`config.mk`:
```
export PLATFORM = sky130hd
export DESIGN_NAME = key_schedule_fsm_flat
export DESIGN_NICKNAME = d
export VERILOG_FILES = /design/src/rtl/rc4_pkg.sv /design/src/rtl/key_schedule_fsm_if.sv /design/src/rtl/key_schedule_fsm.sv /design/src/flat_wrapper.sv
export SDC_FILE = /design/constraint.sdc
export NUM_CORES = 1
export LEC_CHECK = 0
export CORE_ASPECT_RATIO = 0.7
export CORE_UTILIZATION = 47
export CTS_CLUSTER_SIZE = 24
export DETAILED_ROUTE_END_ITERATION = 8
export PLACE_DENSITY = 0.85
export SLEW_MARGIN = 5
export SYNTH_ARGS = -nofsm -noshare
export SYNTH_HDL_FRONTEND = slang
export SYNTH_SLANG_ARGS = --single-unit
```
`constraint.sdc`:
```
create_clock -name clk -period 2.9 [get_ports clk]
set_input_delay 0.58 -clock clk [delete_from_list [all_inputs] [get_ports clk]]
set_output_delay 0.58 -clock clk [all_outputs]
set_load 0.02 [all_outputs]
```
`src/rtl/rc4_pkg.sv`:
```
// rtl/rc4_pkg.sv - shared state type, sizes and key byte helper for the RC4 key schedule
package rc4_pkg;

  localparam int S_DEP     = 256;
  localparam int MSG_WIDTH = 8;
  localparam int KEY_BYTES = 3;

  typedef enum logic [3:0] {
    IDLE   = 4'd0,
    INIT   = 4'd1,
    RD_SI  = 4'd2,
    CAP_SI = 4'd3,
    RD_SJ  = 4'd4,
    CAP_SJ = 4'd5,
    WR_I   = 4'd6,
    WR_J   = 4'd7,
    NEXT   = 4'd8,
    DONE   = 4'd9
  } state_t;

  // Byte 0 of the key sits in the most significant eight bits of the vector
  function automatic logic [7:0] key_byte(input logic [8*KEY_BYTES-1:0] key, input int unsigned n);
    return key[8*(KEY_BYTES-1-n) +: 8];
  endfunction

endpackage

```
`src/rtl/key_schedule_fsm_if.sv`:
```
// rtl/key_schedule_fsm_if.sv - single-port S-memory bus between the key schedule and the RAM
interface key_schedule_fsm_if #(
  parameter int MSG_WIDTH = 8
);

  logic [MSG_WIDTH-1:0] mem_addr;
  logic [MSG_WIDTH-1:0] mem_data;
  logic                 mem_wren;
  logic [MSG_WIDTH-1:0] mem_q;

  modport master (
    output mem_addr,
    output mem_data,
    output mem_wren,
    input  mem_q
  );

  modport slave (
    input  mem_addr,
    input  mem_data,
    input  mem_wren,
    output mem_q
  );

endinterface

```
`src/rtl/key_schedule_fsm.sv`:
```
// rtl/key_schedule_fsm.sv - RC4 key scheduling state machine driving an external S-memory
module key_schedule_fsm #(
  parameter int S_DEP     = rc4_pkg::S_DEP,
  parameter int MSG_WIDTH = rc4_pkg::MSG_WIDTH,
  parameter int KEY_BYTES = rc4_pkg::KEY_BYTES
) (
  input  logic                   clk,
  input  logic                   reset,
  input  logic                   start,
  input  logic [8*KEY_BYTES-1:0] secret_key,
  key_schedule_fsm_if.master     mem,
  output logic                   busy,
  output logic                   done
);

  import rc4_pkg::*;

  localparam int                   KC_W    = (KEY_BYTES > 1) ? $clog2(KEY_BYTES) : 1;
  localparam logic [MSG_WIDTH-1:0] LAST_I  = MSG_WIDTH'(S_DEP - 1);
  localparam logic [KC_W-1:0]      LAST_KC = KC_W'(KEY_BYTES - 1);

  state_t               state;
  logic [MSG_WIDTH-1:0] i;
  logic [MSG_WIDTH-1:0] j;
  logic [MSG_WIDTH-1:0] si;
  logic [MSG_WIDTH-1:0] sj;
  logic [KC_W-1:0]      kc;

  logic [MSG_WIDTH-1:0] i_inc;
  logic [MSG_WIDTH-1:0] j_sum;
  logic [KC_W-1:0]      kc_inc;

  // kc mirrors i mod KEY_BYTES so the key byte is picked without a divider
  assign i_inc  = i + 1'b1;
  assign kc_inc = (kc == LAST_KC) ? '0 : kc + 1'b1;
  assign j_sum  = j + mem.mem_q + MSG_WIDTH'(key_byte(secret_key, 32'(kc)));

  // Sequencing of the init pass and the seven-cycle swap loop, with registered status
  always_ff @(posedge clk) begin
    if (reset) begin
      state <= IDLE;
      i     <= '0;
      j     <= '0;
      si    <= '0;
      sj    <= '0;
      kc    <= '0;
      busy  <= 1'b0;
      done  <= 1'b0;
    end else begin
      case (state)
        IDLE, DONE: begin
          if (start) begin
            state <= INIT;
            i     <= '0;
            j     <= '0;
            kc    <= '0;
            busy  <= 1'b1;
            done  <= 1'b0;
          end
        end
        INIT: begin
          if (i == LAST_I) begin
            state <= RD_SI;
            i     <= '0;
            kc    <= '0;
          end else begin
            i  <= i_inc;
            kc <= kc_inc;
          end
        end
        RD_SI:  state <= CAP_SI;
        CAP_SI: begin
          si    <= mem.mem_q;
          j     <= j_sum;
          state <= RD_SJ;
        end
        RD_SJ:  state <= CAP_SJ;
        CAP_SJ: begin
          sj    <= mem.mem_q;
          state <= WR_I;
        end
        WR_I:   state <= WR_J;
        WR_J:   state <= NEXT;
        NEXT: begin
          if (i == LAST_I) begin
            state <= DONE;
            busy  <= 1'b0;
            done  <= 1'b1;
          end else begin
            i     <= i_inc;
            kc    <= kc_inc;
            state <= RD_SI;
          end
        end
        default: begin
          state <= IDLE;
          busy  <= 1'b0;
          done  <= 1'b0;
        end
      endcase
    end
  end

  // Memory port is a pure function of the current state and the i/j/si/sj registers
  always_comb begin
    mem.mem_addr = '0;
    mem.mem_data = '0;
    mem.mem_wren = 1'b0;
    case (state)
      INIT: begin
        mem.mem_addr = i;
        mem.mem_data = i;
        mem.mem_wren = 1'b1;
      end
      RD_SI, CAP_SI: mem.mem_addr = i;
      RD_SJ, CAP_SJ: mem.mem_addr = j;
      WR_I: begin
        mem.mem_addr = i;
        mem.mem_data = sj;
        mem.mem_wren = 1'b1;
      end
      WR_J: begin
        mem.mem_addr = j;
        mem.mem_data = si;
        mem.mem_wren = 1'b1;
      end
      default: ;
    endcase
  end

endmodule

```
`src/flat_wrapper.sv`:
```
// flat-port wrapper written by rule: the top's interface ports become plain ports
module key_schedule_fsm_flat import rc4_pkg::*;
#(
  parameter int S_DEP     = rc4_pkg::S_DEP,
  parameter int MSG_WIDTH = rc4_pkg::MSG_WIDTH,
  parameter int KEY_BYTES = rc4_pkg::KEY_BYTES
)
  (clk, reset, start, secret_key, busy, done, mem_mem_addr, mem_mem_data, mem_mem_wren, mem_mem_q);
  key_schedule_fsm_if #(.MSG_WIDTH(MSG_WIDTH)) mem_i ();
  input  logic clk;
  input  logic reset;
  input  logic start;
  input  logic [8*KEY_BYTES-1:0] secret_key;
  output logic busy;
  output logic done;
  output wire logic [$bits(mem_i.mem_addr)-1:0] mem_mem_addr;
  output wire logic [$bits(mem_i.mem_data)-1:0] mem_mem_data;
  output wire logic [$bits(mem_i.mem_wren)-1:0] mem_mem_wren;
  input wire logic [$bits(mem_i.mem_q)-1:0] mem_mem_q;
  assign mem_mem_addr = mem_i.mem_addr;
  assign mem_mem_data = mem_i.mem_data;
  assign mem_mem_wren = mem_i.mem_wren;
  assign mem_i.mem_q = mem_mem_q;
  key_schedule_fsm #(.S_DEP(S_DEP), .MSG_WIDTH(MSG_WIDTH), .KEY_BYTES(KEY_BYTES)) u_core (.clk(clk), .reset(reset), .start(start), .secret_key(secret_key), .mem(mem_i), .busy(busy), .done(done));
endmodule
```
# Yosys cells after proc, flatten, opt, wreduce, memory -nomap -nowiden
# Cells that the tools add are included.
[classes] add_sub_neg=5 eq_ne=15 n_shift=1 n_mux=23 bitwise=1 n_reduce_logical=12
[op_table] cell="8-bit case mux with 3 select lines" n=2
[op_table] cell="4-bit case mux with 9 select lines" n=1
[op_table] cell="24-bit by 33-bit variable part select with 8-bit output" n=1
[op_table] cell="8-bit case mux with 2 select lines" n=2
[op_table] cell="8-bit 2-to-1 mux" n=3
[op_table] cell="8-bit adder" n=2
[op_table] cell="4-bit by 3-bit equality test with 1-bit output, second input constant" n=4
[op_table] cell="4-bit 2-to-1 mux" n=3
[op_table] cell="8-bit by 1-bit adder with 8-bit output, second input constant" n=1
[op_table] cell="4-bit by 2-bit equality test with 1-bit output, second input constant" n=2
[op_table] cell="4-bit equality test, second input constant" n=2
[op_table] cell="8-bit equality test, second input constant" n=1
[op_table] cell="2-bit 2-to-1 mux" n=4
[op_table] cell="7-bit OR reduction" n=1
[op_table] cell="1-bit case mux with 3 select lines" n=2
[op_table] cell="2-bit case mux with 3 select lines" n=1
[op_table] cell="3-bit AND reduction" n=2
[op_table] cell="3-bit OR reduction" n=2
[op_table] cell="1-bit 2-to-1 mux" n=5
[op_table] cell="4-bit by 1-bit equality test with 1-bit output, second input constant" n=1
[op_table] cell="4-bit zero test" n=1
[op_table] cell="2-bit by 1-bit inequality test with 1-bit output, second input constant" n=2
[op_table] cell="2-bit inequality test, second input constant" n=2
[op_table] cell="2-bit AND reduction" n=2
[op_table] cell="other kinds (8)" n=8
[totals] ff_bits=40

# Longest topological paths before layout
# Gate-level depths: netlist of run 1.
[logic_depth] depth_word=4 ltp_mapped=16 mapped_depth_nobuf=15

# Worst setup path after synthesis of run 1
# Ideal clock, no wire load.
[synth_path] path_kind="register to register" from="register u_core.kc[0]" to="register u_core.j[7]" t_arrival_ns=3.091 required_ns=2.821 slack_ns=-0.270 stages_incl_launch_ff=17 cell_sequence="dfxtp_1 > inv_1 > ha_1 > buf_2 > and2_0 > clkbuf_1 > a21oi_1 > nor2_1 > fa_1 > ha_1 > inv_1 > fa_1 > nor2b_1 > o31ai_1 > o2bb2ai_1 > nand3b_1 > o211ai_1"
[synth_between] elab_chain_len=4
[synth_lines] element="from (decl)" line_no="key_schedule_fsm.sv:27" text="logic [KC_W-1:0] kc;"
[synth_lines] element="from (signal assigned)" line_no="key_schedule_fsm.sv:68" text="kc <= kc_inc;"
[synth_lines] element="from (signal assigned)" line_no="key_schedule_fsm.sv:91" text="kc <= kc_inc;"
[synth_lines] element="2-bit by 2-bit subtractor with 3-bit output" line_no="rc4_pkg.sv:23" text="return key[8*(KEY_BYTES-1-n) +: 8];"
[synth_lines] element="24-bit by 33-bit variable part select with 8-bit output" line_no="rc4_pkg.sv:23"
[synth_lines] element="8-bit adder" line_no="key_schedule_fsm.sv:36" text="assign j_sum = j + mem.mem_q + MSG_WIDTH'(key_byte(secret_key, 32'(kc)));"
[synth_lines] element="8-bit case mux with 2 select lines" line_no="key_schedule_fsm.sv:50" text="case (state)"
[synth_lines] element="to (signal assigned)" line_no="key_schedule_fsm.sv:74" text="j <= j_sum;"
[synth_lines] element="to (decl)" line_no="key_schedule_fsm.sv:24" text="logic [MSG_WIDTH-1:0] j;"
# No other way between the ends.
# A chain may end at the register's enable or synchronous reset.

# Worst setup path in the final report of run 1
[layout_path] from="register u_core.kc[0]" to="register u_core.j[6]"
# The elaborated chain is that of the path after synthesis.

==> impl_metrics.json, run 1 <==
{
  "instances_no_fill": 459,
  "path_class": "reg2reg",
  "grt_pass1_wl_um": 12000,
  "clock.fmax_mhz": 337,
  "grt_util_all_layers": 0.263,
  "worstMarginPinSlew_ns": 0.871,
  "cts_root_buf": "clkbuf_8",
  "synth_edf_count": 0,
  "cap_violations": 0,
  "place_ws_ns": -0.231,
  "worst_hold_path_type": "reg2reg",
  "postPlaceCellArea_um2": 3340,
  "crit_required_ns": 3.15,
  "violations": "setup timing",
  "initial_core_util": 0.494,
  "cts_num_sinks": 40,
  "ant_nets": 0,
  "synth_cell_types": 50,
  "post-route-period-util": 1.02,
  "async_reset_ff_frac": 0,
  "arrival_ns": 3.21,
  "synthToLayoutAreaGrowth_pct": 35.6,
  "syn_inst": 323,
  "p_leak_nw": 1.37,
  "dp_hpwl_um": 5430,
  "final_area_um2": 3560,
  "firstDrtPassIters": 5,
  "synth_area_per_cell_um2": 8.13,
  "rsz0062_at_grt": "true",
  "crit_path_end_kind": "register",
  "antenna_found_initial": 0,
  "maxSlewHeadroom": 0.418,
  "port_buffers": 53,
  "yosysWarnings": 0,
  "ctsHoldBuffers": 0,
  "timing.setup.tns_ns": -0.168,
  "die_area_um2": 5890,
  "fin_hold_ws_ns": 0.458,
  "clock_path_buffers": 2,
  "setup_viol": 3,
  "synth_seq_cells": 40,
  "die_w_um": 91.3,
  "gp_congestion": 0.877,
  "yosysSeqAreaShare": 0.305,
  "grt_pass1_vias": 2494,
  "dp.cells": 447,
  "drive_gt1_frac": 0.160,
  "via_per_inst": 5.80,
  "antenna_cells": 0,
  "clkLatencyLatePin_ns": 0.31,
  "crit_path_start_kind": "register",
  "drt_iter0_drc": 305,
  "synth-main-ff-cell": "dfxtp_1",
  "nets": 439,
  "io_pins": 54,
  "setup_slack_ns": -0.0640,
  "total_power_mw": 1.70,
  "routed_wl_um": 7530,
  "syn-num-nets": 376,
  "worstPathMaxFanout": 4,
  "status": "finished, violations left",
  "htreeDepth": 2,
  "skew_ns": 0.00434,
  "p_per_area_nw_per_um2": 478,
  "utilization": 0.670,
  "routedWlPerCell_um": 16.4,
  "ir_drop_v": 0.000257,
  "coreArea_um2": 5310,
  "clk_pin_slew_ns": 0.08,
  "syn-cell-area_um2": 2630,
  "slew_violations": 0,
  "cts_tree": "yes",
  "cts_buffers": 5,
  "rows": 22,
  "globalRouteOverflowTotal": 0,
  "grt_max_degree": 22,
  "period_needed_ns": 2.96,
  "vias": 2660,
  "drc": 0,
  "fp.dieH_um": 64.5,
  "finalHoldViolCount": 0
}
==> Yosys cell counts (2+ instances only) <==
library cell / count / area share
fa_1: 8 / 0.061
nor2_1: 55 / 0.079
dfxtp_1: 40 / 0.31
nor4_1: 2 / 0.0048
clkbuf_1: 10 / 0.014
nand2_1: 33 / 0.047
and3_1: 2 / 0.0048
a32oi_1: 3 / 0.010
mux2i_1: 20 / 0.076
nand3_1: 4 / 0.0076
buf_2: 11 / 0.021
a211oi_1: 2 / 0.0057
o21bai_1: 2 / 0.0057
inv_1: 15 / 0.021
nor3_1: 5 / 0.0095
a31oi_1: 2 / 0.0048
a21o_1: 2 / 0.0057
a22oi_1: 12 / 0.034
xor2_1: 3 / 0.010
ha_1: 10 / 0.048
a21oi_1: 27 / 0.051
o21ai_0: 6 / 0.011
nor3b_1: 2 / 0.0057
nor2b_1: 2 / 0.0048
a222oi_1: 8 / 0.031
xnor2_1: 11 / 0.037
nand3b_1: 3 / 0.0086
==> worst max-delay path, stage by stage (launching register included) <==
cell and delay [ns]:
dfxtp_2 0.35, inv_2 0.06, ha_4 0.30, buf_12 0.12, mux2i_1 0.18, nor2_1 0.05, a21oi_1 0.11, nor2_1 0.06
fa_1 0.51, ha_1 0.32, a211oi_1 0.07, o21bai_1 0.21, a21oi_2 0.09, or4_1 0.40, nand3_1 0.09
==> state kept, by name (all words and copies together) (netlist names) <==
register,flops
u_core.j,8
u_core.sj,8
u_core.done,1
u_core.busy,1
u_core.state,4
u_core.i,8
u_core.kc,2
u_core.si,8
==> cell families (layout without fill, tap and decap cells) <==
| logic type | Yosys count | after routing | synth area share |
|---|---|---|---|
| muxes | 20 | 20 | 0.0763 |
| adders and majority gates | 18 | 18 | 0.109 |
| DFF | 40 | 40 | 0.305 |
| and+or+nand+nor | 121 | 121 | 0.217 |
| buffers and inverters | 37 | 101 | 0.0596 |
| xor gates and xnor gates | 14 | 14 | 0.0467 |
| AOI/OAI and AO/OA | 73 | 73 | 0.186 |
==> final timing paths <==
path                 from  slack (ns)     endpoint  cells after the start
max          u_core.kc[0]       -0.06  u_core.j[6]                     14
min reg2reg   u_core.done        0.46  u_core.done                      2
max reg2reg  u_core.kc[0]       -0.06  u_core.j[6]                     14
min           u_core.done        0.46  u_core.done                      2
==> area by class of cell <==
| class | count | area [um2] |
|---|---|---|
| clock buffers | 5 | 68.8 |
| inverters | 15 | 56.3 |
| well taps | 72 | 90.1 |
| repair buffers | 78 | 734 |
| fillers | 403 | 1750 |
| flip-flops and latches | 40 | 806 |
| multi-input cells | 246 | 1760 |
| clock inverters | 3 | 42.5 |
==> power breakdown <==
group	switching (mW)	total (mW)	leakage (nW)	internal, mW
registers	0.0206	0.587	0.325	0.566
clock network	0.211	0.466	0.0541	0.255
logic	0.327	0.649	0.990	0.323
total	0.558	1.70	1.37	1.14
==> per-layer routing <==
metal / up-vias / global-route usage / part of all wire / wire length (um)
met2: 130 / 0.424 / 0.47 / 3530
met4: 0 / 0.103 / 0.013 / 99
met3: 13 / 0.0469 / 0.071 / 538
li1: 1258 / - / - / -
met1: 1259 / 0.352 / 0.45 / 3360
met5: - / 0 / 0 / 0
==> placed cells by master (no fill, tap or decap), types with 3 or more instances in the layout <==
master	synthesis	routed
clkdlybuf4s50_1	0	53
inv_2	0	4
nor2_1	55	54
o21ai_0	6	5
xor2_1	3	3
a21oi_1	27	23
nor3_1	5	5
a22oi_1	12	12
a222oi_1	8	8
mux2i_1	20	20
buf_4	1	23
a32oi_1	3	3
xnor2_1	11	11
clkbuf_8	0	5
a21oi_2	0	4
ha_4	0	3
nand3_1	4	4
dfxtp_1	40	36
inv_1	15	11
ha_1	10	6
dfxtp_2	0	4
nand2_1	33	33
fa_1	8	6
nand3b_1	3	3
==> repair_timing <==
action	4_1_cts	5_1_grt
endpoints found under the setup margin	3	11
setup buffers	3	1
gates resized for setup	7	16
pin swaps	6	14
Note: power is estimated with default switching activity, not from simulation.
==> run 2: changes to the inputs <==
--- a/config.mk
+++ b/config.mk
@@ -6,10 +6,10 @@
 export NUM_CORES = 1
 export LEC_CHECK = 0
 export CORE_ASPECT_RATIO = 0.7
-export CORE_UTILIZATION = 47
+export CORE_UTILIZATION = 52
 export CTS_CLUSTER_SIZE = 24
 export DETAILED_ROUTE_END_ITERATION = 8
-export PLACE_DENSITY = 0.85
+export PLACE_DENSITY = 0.89
 export SLEW_MARGIN = 5
 export SYNTH_ARGS = -nofsm -noshare
 export SYNTH_HDL_FRONTEND = slang
==> constraint.sdc (replaced) <==
create_clock -name clk -period 2.92 [get_ports clk]
set_input_delay 0.584 -clock clk [delete_from_list [all_inputs] [get_ports clk]]
set_output_delay 0.584 -clock clk [all_outputs]
set_load 0.02 [all_outputs]
==> impl_metrics.json, run 2 (synthesis gave the netlist of run 1 again) <==
{
  "maxSlewHeadroom": 0.520,
  "p_leak_nw": 1.36,
  "path_class": "reg2reg",
  "crit_required_ns": 3.15,
  "clock_path_buffers": 2,
  "status": "finished, violations left",
  "instances_no_fill": 453,
  "synthToLayoutAreaGrowth_pct": 33.1,
  "ant_nets": 0,
  "utilization": 0.727,
  "die_w_um": 86.9,
  "place_ws_ns": -0.249,
  "setup_viol": 4,
  "crit_path_start_kind": "register",
  "drt_iter0_drc": 253,
  "cap_violations": 0,
  "rows": 21,
  "crit_path_end_kind": "register",
  "final_area_um2": 3490,
  "htreeDepth": 2,
  "cts_buffers": 5,
  "post-route-period-util": 1.09,
  "path_cells": "inv_2 > ha_4 > mux2i_1 > nor2_1 > a21oi_1 > nor2_1 > fa_1 > ha_2 > inv_2 > fa_2 > nor2b_4 > o31ai_4 > o2bb2ai_2 > nand3b_1 > o211ai_1",
  "fp.dieH_um": 61.4,
  "dp_hpwl_um": 5390,
  "io_pins": 54,
  "grt_util_all_layers": 0.289,
  "max_stage_delay_ns": 0.50,
  "p_per_area_nw_per_um2": 474,
  "clkLatencyLatePin_ns": 0.30,
  "skew_ns": 0.0104,
  "worst_hold_path_type": "reg2reg",
  "antenna_found_initial": 0,
  "slew_violations": 0,
  "drive_gt1_frac": 0.135,
  "ir_drop_v": 0.000273,
  "grt_pass1_wl_um": 11500,
  "vias": 2708,
  "routedWlPerCell_um": 17.7,
  "die_area_um2": 5340,
  "total_power_mw": 1.66,
  "initial_core_util": 0.546,
  "period_needed_ns": 3.18,
  "setup_slack_ns": -0.262,
  "crit_slowest_cell": "fa_1",
  "cts_root_buf": "clkbuf_8",
  "clock.fmax_mhz": 314,
  "arrival_ns": 3.41,
  "clk_pin_slew_ns": 0.09,
  "timing.setup.tns_ns": -0.548,
  "violations": "setup timing",
  "worstMarginPinSlew_ns": 0.719,
  "firstDrtPassIters": 5,
  "rsz0062_at_grt": "true",
  "grt_max_degree": 22,
  "postPlaceCellArea_um2": 3310,
  "worstPathMaxFanout": 7,
  "nets": 436,
  "port_buffers": 53,
  "coreArea_um2": 4810,
  "gp_congestion": 0.898,
  "finalHoldViolCount": 0,
  "fin_hold_ws_ns": 0.467,
  "layout_common_cells": "nor2_1, clkdlybuf4s50_1, dfxtp_1",
  "drc": 0,
  "cts_tree": "yes",
  "grt_pass1_vias": 2317,
  "globalRouteOverflowTotal": 0,
  "routed_wl_um": 8000,
  "final_common_cell": "nor2_1",
  "cts_num_sinks": 40,
  "dp.cells": 443,
  "via_per_inst": 5.98,
  "antenna_cells": 0
}
## run 2: where the power goes
group          switching [mW]  internal, mW
Combinational           0.320         0.289
Clock                   0.211         0.253
Sequential             0.0216         0.562
Total                   0.552          1.10
## run 2: worst paths after layout
path / endpoint / from / slack, ns / cells after the start
hold reg to reg: u_core.si[1] / u_core.si[1] / 0.47 / 2
setup / recovery: u_core.j[7] / u_core.kc[1] / -0.26 / 15
setup reg to reg: u_core.j[7] / u_core.kc[1] / -0.26 / 15
hold / removal: u_core.si[1] / u_core.si[1] / 0.47 / 2
## run 2: routing by layer
layer,up-vias,GRT usage,share of wire
li1,1256,-,-
met1,1258,0.396,0.42
met2,170,0.466,0.47
met3,24,0.0523,0.093
met4,0,0.102,0.026
met5,-,0,0
## run 2: layout make-up
cell class,count,area (um2)
fill,337,1310
timing repair buffer,75,699
clock buffer,5,68.8
multi-input combinational,246,1740
tap,69,86.3
inverter,15,56.3
sequential,40,803
clock inverter,3,42.5
## run 2: repair_timing
item | in CTS | in global routing
pin swaps | 1 | 4
hold endpoints to repair | 0 | 0
hold buffers | 0 | 0
endpoints found under the setup margin | 2 | 13
buffers inserted | 0 | 2
resized for setup | 6 | 10
## run 2: critical path: cells and delay by family (launching register included)
kind            cells  cell delay (ns)
flops               1             0.34
mux                 1             0.19
buf+inv             2             0.10
compound gates      4             0.56
fa+ha+maj           4             1.40
simple gates        4             0.52
